<file path="src/rtl/cipher_serial_link.sv">
// cipher_serial_link
//   Full-duplex encrypted serial link between a character stream and a one-bit
//   line. Characters are permuted/inverted and XORed with a runtime-loadable key,
//   then framed as start(0) + DATA_WIDTH bits LSB first + stop(1). The link stays
//   disabled until the correct password is presented; MAX_TRIES wrong attempts
//   lock it until reset.
//
//   Ports
//     clock, reset         rising-edge clock, synchronous active-high reset
//     pwd_in, pwd_strobe   password candidate and its evaluate strobe
//     enabled, locked      unlock / lockout status
//     key_load, key_in     key update (only while enabled and both sides idle)
//     tx_data/valid/ready  plaintext handshake into the transmitter
//     tx_line              serial out, idles high
//     rx_line              serial in
//     rx_data, rx_cipher   last decrypted character and its raw ciphertext
//     rx_valid             one-cycle pulse on a good frame
//     rx_frame_err         one-cycle pulse on a bad stop bit
//
//   TX state | meaning
//   ---------+------------------------------------------------
//   TX_IDLE  | line high, waiting for an accepted character
//   TX_START | driving the start bit (0)
//   TX_DATA  | shifting ciphertext out LSB first
//   TX_STOP  | driving the stop bit (1); may accept the next one
//
//   RX state | meaning
//   ---------+------------------------------------------------
//   RX_IDLE  | sampling the line for a start bit
//   RX_DATA  | shifting ciphertext in LSB first
//   RX_STOP  | sampling the stop bit, then pulse valid or error
module cipher_serial_link #(
    parameter int                    DATA_WIDTH = 8,
    parameter logic [DATA_WIDTH-1:0] KEY_INIT   = 8'd43,
    parameter int                    PWD_WIDTH  = 4,
    parameter logic [PWD_WIDTH-1:0]  PASSWORD   = 4'b0101,
    parameter int                    MAX_TRIES  = 3
) (
    input  logic                  clock,
    input  logic                  reset,
    input  logic [PWD_WIDTH-1:0]  pwd_in,
    input  logic                  pwd_strobe,
    output logic                  enabled,
    output logic                  locked,
    input  logic                  key_load,
    input  logic [DATA_WIDTH-1:0] key_in,
    input  logic [DATA_WIDTH-1:0] tx_data,
    input  logic                  tx_valid,
    output logic                  tx_ready,
    output logic                  tx_line,
    input  logic                  rx_line,
    output logic [DATA_WIDTH-1:0] rx_data,
    output logic [DATA_WIDTH-1:0] rx_cipher,
    output logic                  rx_valid,
    output logic                  rx_frame_err
);

    localparam int TRY_W = $clog2(MAX_TRIES + 1);
    localparam int CNT_W = $clog2(DATA_WIDTH);
    localparam logic [CNT_W-1:0] CNT_LAST = CNT_W'(DATA_WIDTH - 1);
    localparam logic [TRY_W-1:0] TRY_MAX  = TRY_W'(MAX_TRIES);

    typedef enum logic [1:0] {TX_IDLE, TX_START, TX_DATA, TX_STOP} tx_state_t;
    typedef enum logic [1:0] {RX_IDLE, RX_DATA, RX_STOP} rx_state_t;

    // Even bits inverted, odd bits below the MSB rotate down by one odd slot
    // (top odd slot takes bit 1), MSB untouched, then key XOR.
    function automatic logic [DATA_WIDTH-1:0] encrypt(input logic [DATA_WIDTH-1:0] m,
                                                      input logic [DATA_WIDTH-1:0] k);
        logic [DATA_WIDTH-1:0] p;
        p = m;
        for (int i = 0; i < DATA_WIDTH; i += 2) p[i] = ~m[i];
        for (int i = 1; i < DATA_WIDTH - 3; i += 2) p[i] = m[i + 2];
        p[DATA_WIDTH-3] = m[1];
        return p ^ k;
    endfunction

    function automatic logic [DATA_WIDTH-1:0] decrypt(input logic [DATA_WIDTH-1:0] c,
                                                      input logic [DATA_WIDTH-1:0] k);
        logic [DATA_WIDTH-1:0] x;
        logic [DATA_WIDTH-1:0] m;
        x = c ^ k;
        m = x;
        for (int i = 0; i < DATA_WIDTH; i += 2) m[i] = ~x[i];
        for (int i = 1; i < DATA_WIDTH - 3; i += 2) m[i + 2] = x[i];
        m[1] = x[DATA_WIDTH-3];
        return m;
    endfunction

    logic                  enabled_q, enabled_d;
    logic                  locked_q, locked_d;
    logic [TRY_W-1:0]      tries_q, tries_d;
    logic [DATA_WIDTH-1:0] key_q, key_d;

    tx_state_t             tx_state_q, tx_state_d;
    logic [DATA_WIDTH-1:0] tx_sh_q, tx_sh_d;
    logic [CNT_W-1:0]      tx_cnt_q, tx_cnt_d;

    rx_state_t             rx_state_q, rx_state_d;
    logic [DATA_WIDTH-1:0] rx_sh_q, rx_sh_d;
    logic [CNT_W-1:0]      rx_cnt_q, rx_cnt_d;
    logic [DATA_WIDTH-1:0] rx_data_q, rx_data_d;
    logic [DATA_WIDTH-1:0] rx_cipher_q, rx_cipher_d;
    logic                  rx_valid_q, rx_valid_d;
    logic                  rx_err_q, rx_err_d;

    logic                  tx_accept;
    logic [TRY_W-1:0]      tries_inc;

    assign tx_ready  = enabled_q && (tx_state_q == TX_IDLE || tx_state_q == TX_STOP);
    assign tx_accept = tx_valid && tx_ready;
    assign tries_inc = tries_q + TRY_W'(1);

    // Unlock, lockout and key register
    always_comb begin
        enabled_d = enabled_q;
        locked_d  = locked_q;
        tries_d   = tries_q;
        key_d     = key_q;
        if (pwd_strobe && !enabled_q && !locked_q) begin
            if (pwd_in == PASSWORD) begin
                enabled_d = 1'b1;
            end else begin
                tries_d = tries_inc;
                if (tries_inc == TRY_MAX) locked_d = 1'b1;
            end
        end
        // A same-cycle TX accept already latched E(tx_data) with key_q.
        if (key_load && enabled_q && tx_state_q == TX_IDLE && rx_state_q == RX_IDLE)
            key_d = key_in;
    end

    // Transmitter
    always_comb begin
        tx_state_d = tx_state_q;
        tx_sh_d    = tx_sh_q;
        tx_cnt_d   = tx_cnt_q;
        tx_line    = 1'b1;
        case (tx_state_q)
            TX_IDLE: begin
                if (tx_accept) begin
                    tx_state_d = TX_START;
                    tx_sh_d    = encrypt(tx_data, key_q);
                end
            end
            TX_START: begin
                tx_line    = 1'b0;
                tx_cnt_d   = '0;
                tx_state_d = TX_DATA;
            end
            TX_DATA: begin
                tx_line  = tx_sh_q[0];
                tx_sh_d  = {1'b0, tx_sh_q[DATA_WIDTH-1:1]};
                tx_cnt_d = tx_cnt_q + CNT_W'(1);
                if (tx_cnt_q == CNT_LAST) tx_state_d = TX_STOP;
            end
            TX_STOP: begin
                if (tx_accept) begin
                    tx_state_d = TX_START;
                    tx_sh_d    = encrypt(tx_data, key_q);
                end else begin
                    tx_state_d = TX_IDLE;
                end
            end
            default: tx_state_d = TX_IDLE;
        endcase
    end

    // Receiver
    always_comb begin
        rx_state_d  = rx_state_q;
        rx_sh_d     = rx_sh_q;
        rx_cnt_d    = rx_cnt_q;
        rx_data_d   = rx_data_q;
        rx_cipher_d = rx_cipher_q;
        rx_valid_d  = 1'b0;
        rx_err_d    = 1'b0;
        case (rx_state_q)
            RX_IDLE: begin
                if (enabled_q && !rx_line) begin
                    rx_state_d = RX_DATA;
                    rx_cnt_d   = '0;
                end
            end
            RX_DATA: begin
                rx_sh_d  = {rx_line, rx_sh_q[DATA_WIDTH-1:1]};
                rx_cnt_d = rx_cnt_q + CNT_W'(1);
                if (rx_cnt_q == CNT_LAST) rx_state_d = RX_STOP;
            end
            RX_STOP: begin
                if (rx_line) begin
                    rx_valid_d  = 1'b1;
                    rx_cipher_d = rx_sh_q;
                    rx_data_d   = decrypt(rx_sh_q, key_q);
                end else begin
                    rx_err_d = 1'b1;
                end
                rx_state_d = RX_IDLE;
            end
            default: rx_state_d = RX_IDLE;
        endcase
    end

    always_ff @(posedge clock) begin
        if (reset) begin
            enabled_q   <= 1'b0;
            locked_q    <= 1'b0;
            tries_q     <= '0;
            key_q       <= KEY_INIT;
            tx_state_q  <= TX_IDLE;
            tx_sh_q     <= '0;
            tx_cnt_q    <= '0;
            rx_state_q  <= RX_IDLE;
            rx_sh_q     <= '0;
            rx_cnt_q    <= '0;
            rx_data_q   <= '0;
            rx_cipher_q <= '0;
            rx_valid_q  <= 1'b0;
            rx_err_q    <= 1'b0;
        end else begin
            enabled_q   <= enabled_d;
            locked_q    <= locked_d;
            tries_q     <= tries_d;
            key_q       <= key_d;
            tx_state_q  <= tx_state_d;
            tx_sh_q     <= tx_sh_d;
            tx_cnt_q    <= tx_cnt_d;
            rx_state_q  <= rx_state_d;
            rx_sh_q     <= rx_sh_d;
            rx_cnt_q    <= rx_cnt_d;
            rx_data_q   <= rx_data_d;
            rx_cipher_q <= rx_cipher_d;
            rx_valid_q  <= rx_valid_d;
            rx_err_q    <= rx_err_d;
        end
    end

    assign enabled      = enabled_q;
    assign locked       = locked_q;
    assign rx_data      = rx_data_q;
    assign rx_cipher    = rx_cipher_q;
    assign rx_valid     = rx_valid_q;
    assign rx_frame_err = rx_err_q;

endmodule

</file>
<file path="config.mk">
export PLATFORM = sky130hd
export DESIGN_NAME = cipher_serial_link
export DESIGN_NICKNAME = d
export VERILOG_FILES = /design/src/rtl/cipher_serial_link.sv
export SDC_FILE = /design/constraint.sdc
export NUM_CORES = 1
export LEC_CHECK = 0
export ABC_AREA = 1
export BUFFER_PORTS_ARGS = -buffer_cell sky130_fd_sc_hd__clkbuf_2
export CORE_MARGIN = 3
export CORE_UTILIZATION = 49
export CTS_BUF_LIST = sky130_fd_sc_hd__clkbuf_16
export DETAILED_ROUTE_END_ITERATION = 10
export PLACE_DENSITY = 0.74
export SYNTH_ARGS = -nofsm -noshare
export SYNTH_HDL_FRONTEND = slang
export SYNTH_SLANG_ARGS = --single-unit
</file>
<file path="constraint.sdc">
create_clock -name clock -period 1.49 [get_ports clock]
set_clock_uncertainty 0.15 [all_clocks]
set_input_delay 0.149 -clock clock [delete_from_list [all_inputs] [get_ports clock]]
set_output_delay 0.149 -clock clock [all_outputs]
set_load 0.05 [all_outputs]
</file>
==> results of run 1 <==
==> area by class of cell <==
cell class                      instances  area (um2)
Sequential cell                        56        1130
Timing Repair Buffer                   69         469
Tap cell                               65        81.3
Fill cell                             393        1420
Inverter                               30         125
Clock buffer                            5         125
Multi-Input combinational cell        195        1180
Clock inverter                          3        42.5
==> cells by family after synthesis <==
kind of cell    count (synthesis)
mux                             4
buf+inv                        42
fa+ha+maj                       9
flops                          56
xor+xnor                       15
compound gates                 82
simple gates                   84
==> sequential cells by signal, summed over array words and instances (netlist names), 3 cells and up <==
name and cells:
key_q 8, rx_cipher 8, rx_data 8, rx_sh_q 8, tx_sh_q 8, rx_cnt_q 3, tx_cnt_q 3
==> path summary, 6_finish.rpt <==
check / from / to / slack (ns) / cells after the start
worst min register to register: rx_data[4] / rx_data[4] / 0.29 / 2
worst max-delay path: tx_state_q[0] / tx_line / -0.04 / 4
worst max register to register: tx_state_q[1] / tx_sh_q[2] / 0.01 / 5
worst min-delay path: pwd_in[3] / enabled / 0.008 / 4
==> cells in the final DEF, fill, tap and decap left out, types with 2 or more instances in the layout <==
cell type and instances:
o21ai_0 25, buf_12 2, nand2_1 26, ha_4 2
ha_1 6, xnor2_1 8, clkbuf_16 5, dlygate4sd3_1 11
nand3_4 2, buf_8 2, nand2_4 2, o21ai_1 10
o21ai_2 4, nor2_1 31, mux2i_1 4, nand4_1 2
inv_1 23, clkinv_4 2, nor2_4 2, o21bai_1 3
dfxtp_1 53, inv_2 4, xor2_1 7, clkbuf_2 45
buf_4 8, nor2_2 2, nand3_1 13, a21oi_1 37
dfxtp_2 2
==> synthesized netlist by cell type <==
| library cell | number | area [um2] |
|---|---|---|
| inv_1 | 25 | 93.8 |
| ha_1 | 9 | 113 |
| clkinv_4 | 1 | 8.76 |
| nand3_2 | 2 | 20.0 |
| nor3_1 | 1 | 5.00 |
| nor2_1 | 32 | 120 |
| nand2_1 | 27 | 101 |
| o21ai_1 | 5 | 25.0 |
| nor2_2 | 2 | 12.5 |
| a21oi_1 | 38 | 190 |
| nor2_4 | 1 | 11.3 |
| a31oi_2 | 1 | 12.5 |
| nand4_1 | 2 | 12.5 |
| a211oi_1 | 1 | 7.51 |
| or2_0 | 1 | 6.26 |
| xnor2_1 | 8 | 70.1 |
| inv_6 | 1 | 8.76 |
| buf_6 | 2 | 22.5 |
| clkbuf_1 | 3 | 11.3 |
| nor4_1 | 1 | 6.26 |
| dfxtp_1 | 56 | 1120 |
| mux2i_1 | 4 | 40.0 |
| xor2_1 | 7 | 61.3 |
| nand3_4 | 1 | 17.5 |
| nand3_1 | 13 | 65.1 |
| o21ai_0 | 34 | 170 |
| o21bai_1 | 3 | 22.5 |
| inv_2 | 3 | 11.3 |
| nand2_4 | 1 | 11.3 |
| buf_2 | 7 | 35.0 |
==> power by group through the flow <==
stage / Combinational, mW / Sequential (mW) / Clock [mW]
after floorplan: 0.576 / 1.67 / 0
after global placement: 0.704 / 1.67 / 0
after detailed placement: 0.718 / 1.67 / 0
after CTS: 0.826 / 1.65 / 1.34
after global routing: 0.973 / 1.66 / 1.41
final: 0.889 / 1.65 / 1.32
==> worst reg2reg max path, delay by kind of cell (launching register included) <==
family / cells / cell delay [ns]
buffers and inverters: 2 / 0.24
multiplexers: 1 / 0.20
adder cells (fa/ha/maj): 1 / 0.33
flip-flops: 1 / 0.38
AO/OA/AOI/OAI: 1 / 0.08
==> per-layer routing <==
layer | GRT usage, % | vias to the layer above
li1 | - | 1094
met1 | 23.2 | 955
met2 | 32.0 | 57
met3 | 3.78 | 9
met4 | 6.88 | 0
met5 | 0 | -
==> repair_timing <==
action | in CTS | in global routing
pin swaps | 1 | 2
setup buffers | 3 | 0
gates cloned | 0 | 1
gates resized for setup | 11 | 15
hold buffers | 11 | 0
endpoints found under the setup margin | 8 | 15
hold endpoints to repair | 10 | 0
==> through the flow <==
| step | utilization (%) | TNS [ns] | cell area, um2 | instances | setup WS [ns] |
|---|---|---|---|---|---|
| floorplan | - | 0 | 2450 | 292 | 0.000959 |
| global placement | 60.8 | 0 | 2770 | 400 | 0.0219 |
| detailed placement | 60.8 | -0.0548 | 2770 | 400 | -0.0290 |
| CTS | 68.1 | -0.120 | 3110 | 422 | -0.0626 |
| global route | 68.9 | -0.470 | 3150 | 423 | -0.0805 |
| finish | 68.9 | -0.0805 | 3150 | 423 | -0.0424 |
==> impl_metrics.tcl, run 1 <==
set metrics [dict create \
    status "complete, but fails checks" \
    violations "setup timing" \
    io_buffers 47 \
    vias_per_cell 5.00 \
    grt_start_max_net_pins 45 \
    critPathLaunchType "flop" \
    power.internal_mw 2.78 \
    holdWs_ns 0.00838 \
    crit_slowest_cell "dfxtp_2" \
    clockRootBuffer "clkbuf_16" \
    dr.max_layer_used "met4" \
    io_pins 48 \
    cts_max_level 2 \
    synthCells 292 \
    setup-violations-final 2 \
    m1WireLength_um 2520 \
    p_leak_nw 1.34 \
    p_total_mw 3.86 \
    p_sw_share_pct 28.0 \
    crit_buf_inv 2 \
    path_cells "buf_4, ha_2, o21ai_2, buf_8" \
    drt_iter0_markers 128 \
    hold_viol_final 0 \
    n_antenna_cell 0 \
    num-nets-final 392 \
    vias 2115 \
    core_area_mm2 0.00456 \
    gp_congestion 0.796 \
    power_frac_seq_pct 42.8 \
    period_needed_ns 1.53 \
    syn_area_per_cell_um2 8.27 \
    overflow 0 \
    final_antenna_net_count 0 \
    start_util_pct 52.9 \
    routedWlPerCell_um 12.8 \
    numClockSinks 56 \
    setup.worst_path.end_class "primary output" \
    die_w_um 76.2 \
    clockPowerShare_pct 34.2 \
    wl_met2_um 2580 \
    rows 24 \
    grt_pass1_vias 1976 \
    maxCapViolCount 0 \
    synth.area.mux_share_pct 1.66 \
    slew_headroom_pct 80.9 \
    hp-class "input pin to flop" \
    post-dp-hpwl_um 3480 \
    synth-simple-area-share_pct 16.1 \
    clk_latency_ns 0.29 \
    synth_seq_cells 56 \
    drt_wl_total_um 5420 \
    areaGrowthSynthToFinish_pct 30.4 \
    die_area_mm2 0.00580 \
    critPathArrivalTime_ns 1.23 \
    max_freq_mhz 653 \
    power_density_mw_per_mm2 1230 \
    irDropWorstVdd_mv 0.512 \
    setup_ws_ns -0.0424 \
    ys_types 30 \
    yosysWarningCount 0 \
    critical_path_required_ns 1.19 \
    drive_gt1_share_pct 26.0 \
    remaining_drc_errors 0 \
    tightest_slew_ns 0.287 \
    final_max_slew_viol_count 0 \
    seq_area_frac_synth_pct 46.4 \
    die_h_um 76.2 \
    synth_compound_area_share_pct 17.7 \
    netlist_area_mm2 0.00241 \
    crit_fanout 4 \
    grt_pass1_wl_um 8910 \
    gr-usage-all-layers_pct 18.7 \
    route.met3.wl_um 232 \
    clockBufferDepth 2 \
    antenna_found_initial 0 \
    rsz0062_at_grt "true" \
    synth_top_family_by_area "compound AO/OA/AOI/OAI gates" \
    first_pass_iters 6 \
    cts_tree "yes" \
    power_frac_comb_pct 23.0 \
    cp_top_family "flip-flops" \
    synth_nets 327 \
    crit_type "flop to primary output" \
    p_sw_mw 1.08 \
    fin_crit_sh_pct 103 \
    synthAdderAreaFrac_pct 4.67 \
    cts_buffers 5 \
    slowest_delay_ns 0.32 \
    synth_xor_area_share_pct 5.44 \
    cts.reportedPaths.clkPinSlew_ns 0.07 \
]
No activity file was read; power rests on OpenSTA's default activity.
==> run 2, diff against run 1 <==
- REMOVE_ABC_BUFFERS: unset -> 1
==> impl_metrics.tcl, run 2 (synthesized netlist as in run 1, its figures left out) <==
set metrics [dict create \
    crit_slowest_cell "dfxtp_2" \
    max_freq_mhz 637 \
    areaGrowthSynthToFinish_pct 37.4 \
    holdWs_ns -0.00212 \
    clk_latency_ns 0.29 \
    final_max_slew_viol_count 0 \
    final_common_cell "dfxtp_1" \
    crit_type "flop to primary output" \
    critPathLaunchType "flop" \
    multi_input_area_mm2 0.00132 \
    num-nets-final 399 \
    core_area_mm2 0.00456 \
    tightest_slew_ns 0.277 \
    first_pass_iters 4 \
    slowest_delay_ns 0.34 \
    start_util_pct 52.9 \
    rows 24 \
    rsz0062_at_grt "true" \
    setup_tns_ns -0.199 \
    routedWlPerCell_um 13.8 \
    setup.worst_path.end_class "primary output" \
    cts_tree "yes" \
    drive_gt1_share_pct 33.7 \
    grt_pass1_vias 2079 \
    die_h_um 76.2 \
    cts_buffers 5 \
    die_area_mm2 0.00580 \
    setup_ws_ns -0.0804 \
    pre_cts_slack_ns -0.0806 \
    numClockSinks 56 \
    grt_start_max_net_pins 45 \
    path_cells "inv_2, buf_4, ha_4, o21ai_4, buf_12" \
    crit_fanout 2 \
    overflow 0 \
    remaining_drc_errors 0 \
    p_sw_mw 1.24 \
    clockBufferDepth 2 \
    setup-violations-final 6 \
    critPathArrivalTime_ns 1.27 \
    post-dp-hpwl_um 3580 \
    p_leak_nw 1.39 \
    clockRootBuffer "clkbuf_16" \
    vias_per_cell 5.08 \
    cp_top_family "flip-flops" \
    critical_path_required_ns 1.19 \
    r2r_slack_ns -0.02 \
    gp_congestion 0.780 \
    period_needed_ns 1.57 \
    fin_crit_sh_pct 105 \
    power_frac_comb_pct 31.5 \
    gr-usage-all-layers_pct 19.3 \
    power_frac_seq_pct 40.8 \
    drt_iter0_markers 119 \
    violations "hold timing, setup timing" \
    status "complete, but fails checks" \
    grt_pass1_wl_um 9270 \
    cts.reportedPaths.clkPinSlew_ns 0.07 \
    ff_latch_area_mm2 0.00112 \
    hold_viol_final 1 \
    fillers 354 \
    p_total_mw 4.06 \
    layout_common_cells "dfxtp_1, clkbuf_2, a21oi_1" \
    irDropWorstVdd_mv 0.628 \
    die_w_um 76.2 \
    io_buffers 47 \
    drt_wl_total_um 5950 \
    hp-class "input pin to flop" \
    io_pins 48 \
    vias 2186 \
    clockPowerShare_pct 27.7 \
    final_antenna_net_count 0 \
    p_sw_share_pct 30.7 \
    power_density_mw_per_mm2 1220 \
    power.internal_mw 2.81 \
    cts_max_level 2 \
    maxCapViolCount 0 \
    slew_headroom_pct 81.4 \
    antenna_found_initial 0 \
    n_antenna_cell 0 \
    crit_buf_inv 3 \
]
==> run 2: cell types whose count changed in the layout (fill, tap and decap cells not counted), moves of 3 or more <==
| cell | previous run | this run |
|---|---|---|
| o21ai_1 | 10 | 6 |
| buf_6 | 0 | 7 |
| o21ai_2 | 4 | 8 |
| nand2_1 | 26 | 21 |
| nand3_2 | 1 | 4 |
| nor2_2 | 2 | 5 |
| a21oi_2 | 1 | 6 |
| nor2_1 | 31 | 27 |
| a21oi_1 | 37 | 32 |
==> run 2: through the flow <==
stage | util, % | hold slack (ns) | cells | area (um2)
after floorplan | - | 0.0681 | 280 | 2340
after global placement | 62.0 | 0.205 | 411 | 2830
after detailed placement | 62.0 | 0.202 | 411 | 2830
after CTS | 69.3 | 0.00465 | 430 | 3160
after global routing | 72.7 | 0.0396 | 430 | 3320
final | 72.7 | -0.00212 | 430 | 3320
==> run 2: final cells by class <==
| cell class | instances | share of cell area, % |
|---|---|---|
| Clock buffer | 5 | 3.77 |
| Clock inverter | 3 | 0.339 |
| Inverter | 30 | 3.70 |
| Multi-Input combinational cell | 196 | 39.8 |
| Sequential cell | 56 | 33.9 |
| Tap cell | 65 | 2.45 |
| Timing Repair Buffer | 75 | 16.1 |
==> run 2: path summary, 6_finish.rpt <==
check | startpoint | to | depth (start not counted)
max | tx_state_q[1] | tx_line | 5
min | key_in[4] | key_q[4] | 3
max reg2reg | tx_state_q[1] | tx_state_q[1] | 7
min reg2reg | rx_cipher[3] | rx_cipher[3] | 2
==> run 2: power by group through the flow <==
| stage | registers [mW] | clock network [mW] | logic, mW |
|---|---|---|---|
| after floorplan | 1.67 | 0 | 0.475 |
| after global placement | 1.66 | 0 | 0.860 |
| after detailed placement | 1.66 | 0 | 0.891 |
| after CTS | 1.64 | 1.13 | 1.04 |
| after global routing | 1.67 | 1.20 | 1.36 |
| final | 1.66 | 1.12 | 1.28 |
==> run 2: timing repair <==
item                                    4_1_cts  5_1_grt
hold buffers                                 10        0
endpoints found under the hold margin         9        0
endpoints found under the setup margin       15       19
setup buffers                                 2        0
gates cloned                                  0        2
pin swaps                                     5       13
resized for setup                            28       42
==> run 2: routing by layer <==
| metal | global-route usage (%) | up-vias | part of all wire [%] |
|---|---|---|---|
| li1 | - | 1113 | - |
| met1 | 23.2 | 996 | 42 |
| met2 | 34.9 | 62 | 51 |
| met3 | 4.02 | 15 | 4.8 |
| met4 | 4.89 | 0 | 2.6 |
| met5 | 0 | - | 0 |
==> run 2: worst min-delay path, delay by kind of cell <==
family                 cells  cell delay, ns
AO/OA/AOI/OAI              1            0.06
buffers and inverters      1            0.08
AND/OR/NAND/NOR            1            0.11
==> run 3, diff against run 2 <==
- CORE_ASPECT_RATIO: unset -> 0.7
==> impl_metrics.tcl, run 3 (synthesized netlist as in run 1, its figures left out) <==
set metrics [dict create \
    status "complete, but fails checks" \
    violations "hold timing, setup timing" \
    die_h_um 64.7 \
    start_util_pct 53.3 \
    place_area_mm2 0.00282 \
    grt_start_max_net_pins 45 \
    p_leak_nw 1.38 \
    setup-violations-final 4 \
    hp-class "input pin to flop" \
    first_pass_iters 4 \
    gr-usage-all-layers_pct 19.0 \
    cts_buffers 5 \
    antenna_found_initial 0 \
    core_area_mm2 0.00453 \
    cp-startpoint "tx_state_q[0]" \
    final_common_cell "dfxtp_1" \
    n_antenna_cell 0 \
    holdWs_ns -0.00625 \
    routedWlPerCell_um 13.5 \
    tightest_slew_ns 0.280 \
    max_freq_mhz 627 \
    cts_max_level 2 \
    p_sw_mw 1.16 \
    irDropWorstVdd_mv 0.822 \
    setup.worst_path.end_class "primary output" \
    remaining_drc_errors 0 \
    drive_gt1_share_pct 30.0 \
    num-nets-final 397 \
    numClockSinks 56 \
    dp.cells 409 \
    critical_path_required_ns 1.19 \
    critPathArrivalTime_ns 1.30 \
    r2r-start "tx_state_q[0]" \
    crit_type "flop to primary output" \
    fin_crit_sh_pct 107 \
    hold_viol_final 1 \
    p_sw_share_pct 29.5 \
    areaGrowthSynthToFinish_pct 34.4 \
    power_density_mw_per_mm2 1210 \
    r2r_slack_ns -0.03 \
    setup_ws_ns -0.105 \
    gp_congestion 0.788 \
    post-dp-hpwl_um 3610 \
    grt_pass1_vias 1996 \
    clk_latency_ns 0.29 \
    power_frac_comb_pct 29.6 \
    vias_per_cell 5.10 \
    final_antenna_net_count 0 \
    io_buffers 47 \
    drt_wl_total_um 5780 \
    pre_cts_slack_ns -0.0799 \
    io_pins 48 \
    power.internal_mw 2.76 \
    vias 2189 \
    cts_tree "yes" \
    r2r_cells 9 \
    clockRootBuffer "clkbuf_16" \
    grt_pass1_wl_um 9060 \
    die_w_um 89.9 \
    period_needed_ns 1.60 \
    crit_fanout 3 \
    fin_area_mm2 0.00324 \
    maxCapViolCount 0 \
    reg2reg_to "tx_state_q[0]" \
    fin_cells 429 \
    crit_end "tx_line" \
    drt_iter0_markers 121 \
    slew_headroom_pct 81.4 \
    clockBufferDepth 2 \
    power_frac_seq_pct 42.3 \
    final_max_slew_viol_count 0 \
    clockPowerShare_pct 28.1 \
    holdPathStages 3 \
    critPathLaunchType "flop" \
    cts.reportedPaths.clkPinSlew_ns 0.07 \
    fillers 365 \
    die_area_mm2 0.00582 \
    overflow 0 \
    rsz0062_at_grt "true" \
    rows 20 \
    layout_common_cells "dfxtp_1, clkbuf_2, a21oi_1" \
]
==> run 3: what timing repair did <==
action / CTS / global route
setup buffers: 2 / 1
hold buffers: 8 / 0
gates cloned: 0 / 2
pin swaps: 2 / 10
endpoints found under the hold margin: 8 / 0
resized for setup: 27 / 26
endpoints found under the setup margin: 12 / 18
==> run 3: critical path: stages (launching register included) <==
cell and delay [ns]:
dfxtp_2 0.35, inv_2 0.06, buf_6 0.11, ha_4 0.16, o21ai_4 0.17, buf_12 0.15
==> run 3: worst min-delay path by stage <==
stage                         start  endpoint
after floorplan               reset   enabled
final                     key_in[2]  key_q[2]
after detailed placement  key_in[3]  key_q[3]
after CTS                 pwd_in[0]   enabled
after global placement    key_in[3]  key_q[3]
after global routing      pwd_in[0]   enabled
==> run 3: area by class of cell <==
type	instances	area, um2	area share [%]
tap	66	82.6	2.55
multi-input combinational	196	1260	38.8
sequential	56	1120	34.6
clock buffer	5	125	3.86
clock inverter	3	11.3	0.347
timing repair buffer	73	519	16.0
inverter	30	123	3.78
==> run 3: routing by layer <==
layer  GRT usage [%]  vias up  routed length [um]
li1                -     1106                   -
met1            25.9     1009                2730
met2            30.8       70                2620
met3            4.41        4                 373
met4            4.01        0                  51
met5               0        -                   0
==> run 3: power by group through the flow <==
stage	clock [mW]	sequential [mW]	combinational (mW)
finish	1.10	1.65	1.16
floorplan	0	1.67	0.475
detailed placement	0	1.66	0.847
global route	1.18	1.66	1.26
CTS	1.13	1.64	0.976
global placement	0	1.66	0.828
==> run 3: per-stage QoR <==
stage	hold WS (ns)	total power, mW	setup TNS, ns	utilization, %
finish	-0.00625	3.91	-0.209	71.6
global route	0.0374	4.11	-0.564	71.6
CTS	0.00393	3.74	-0.127	69.0
detailed placement	0.211	2.51	-0.425	62.3
global placement	0.202	2.49	-0.0284	62.3
floorplan	0.0681	2.14	-4.41	-
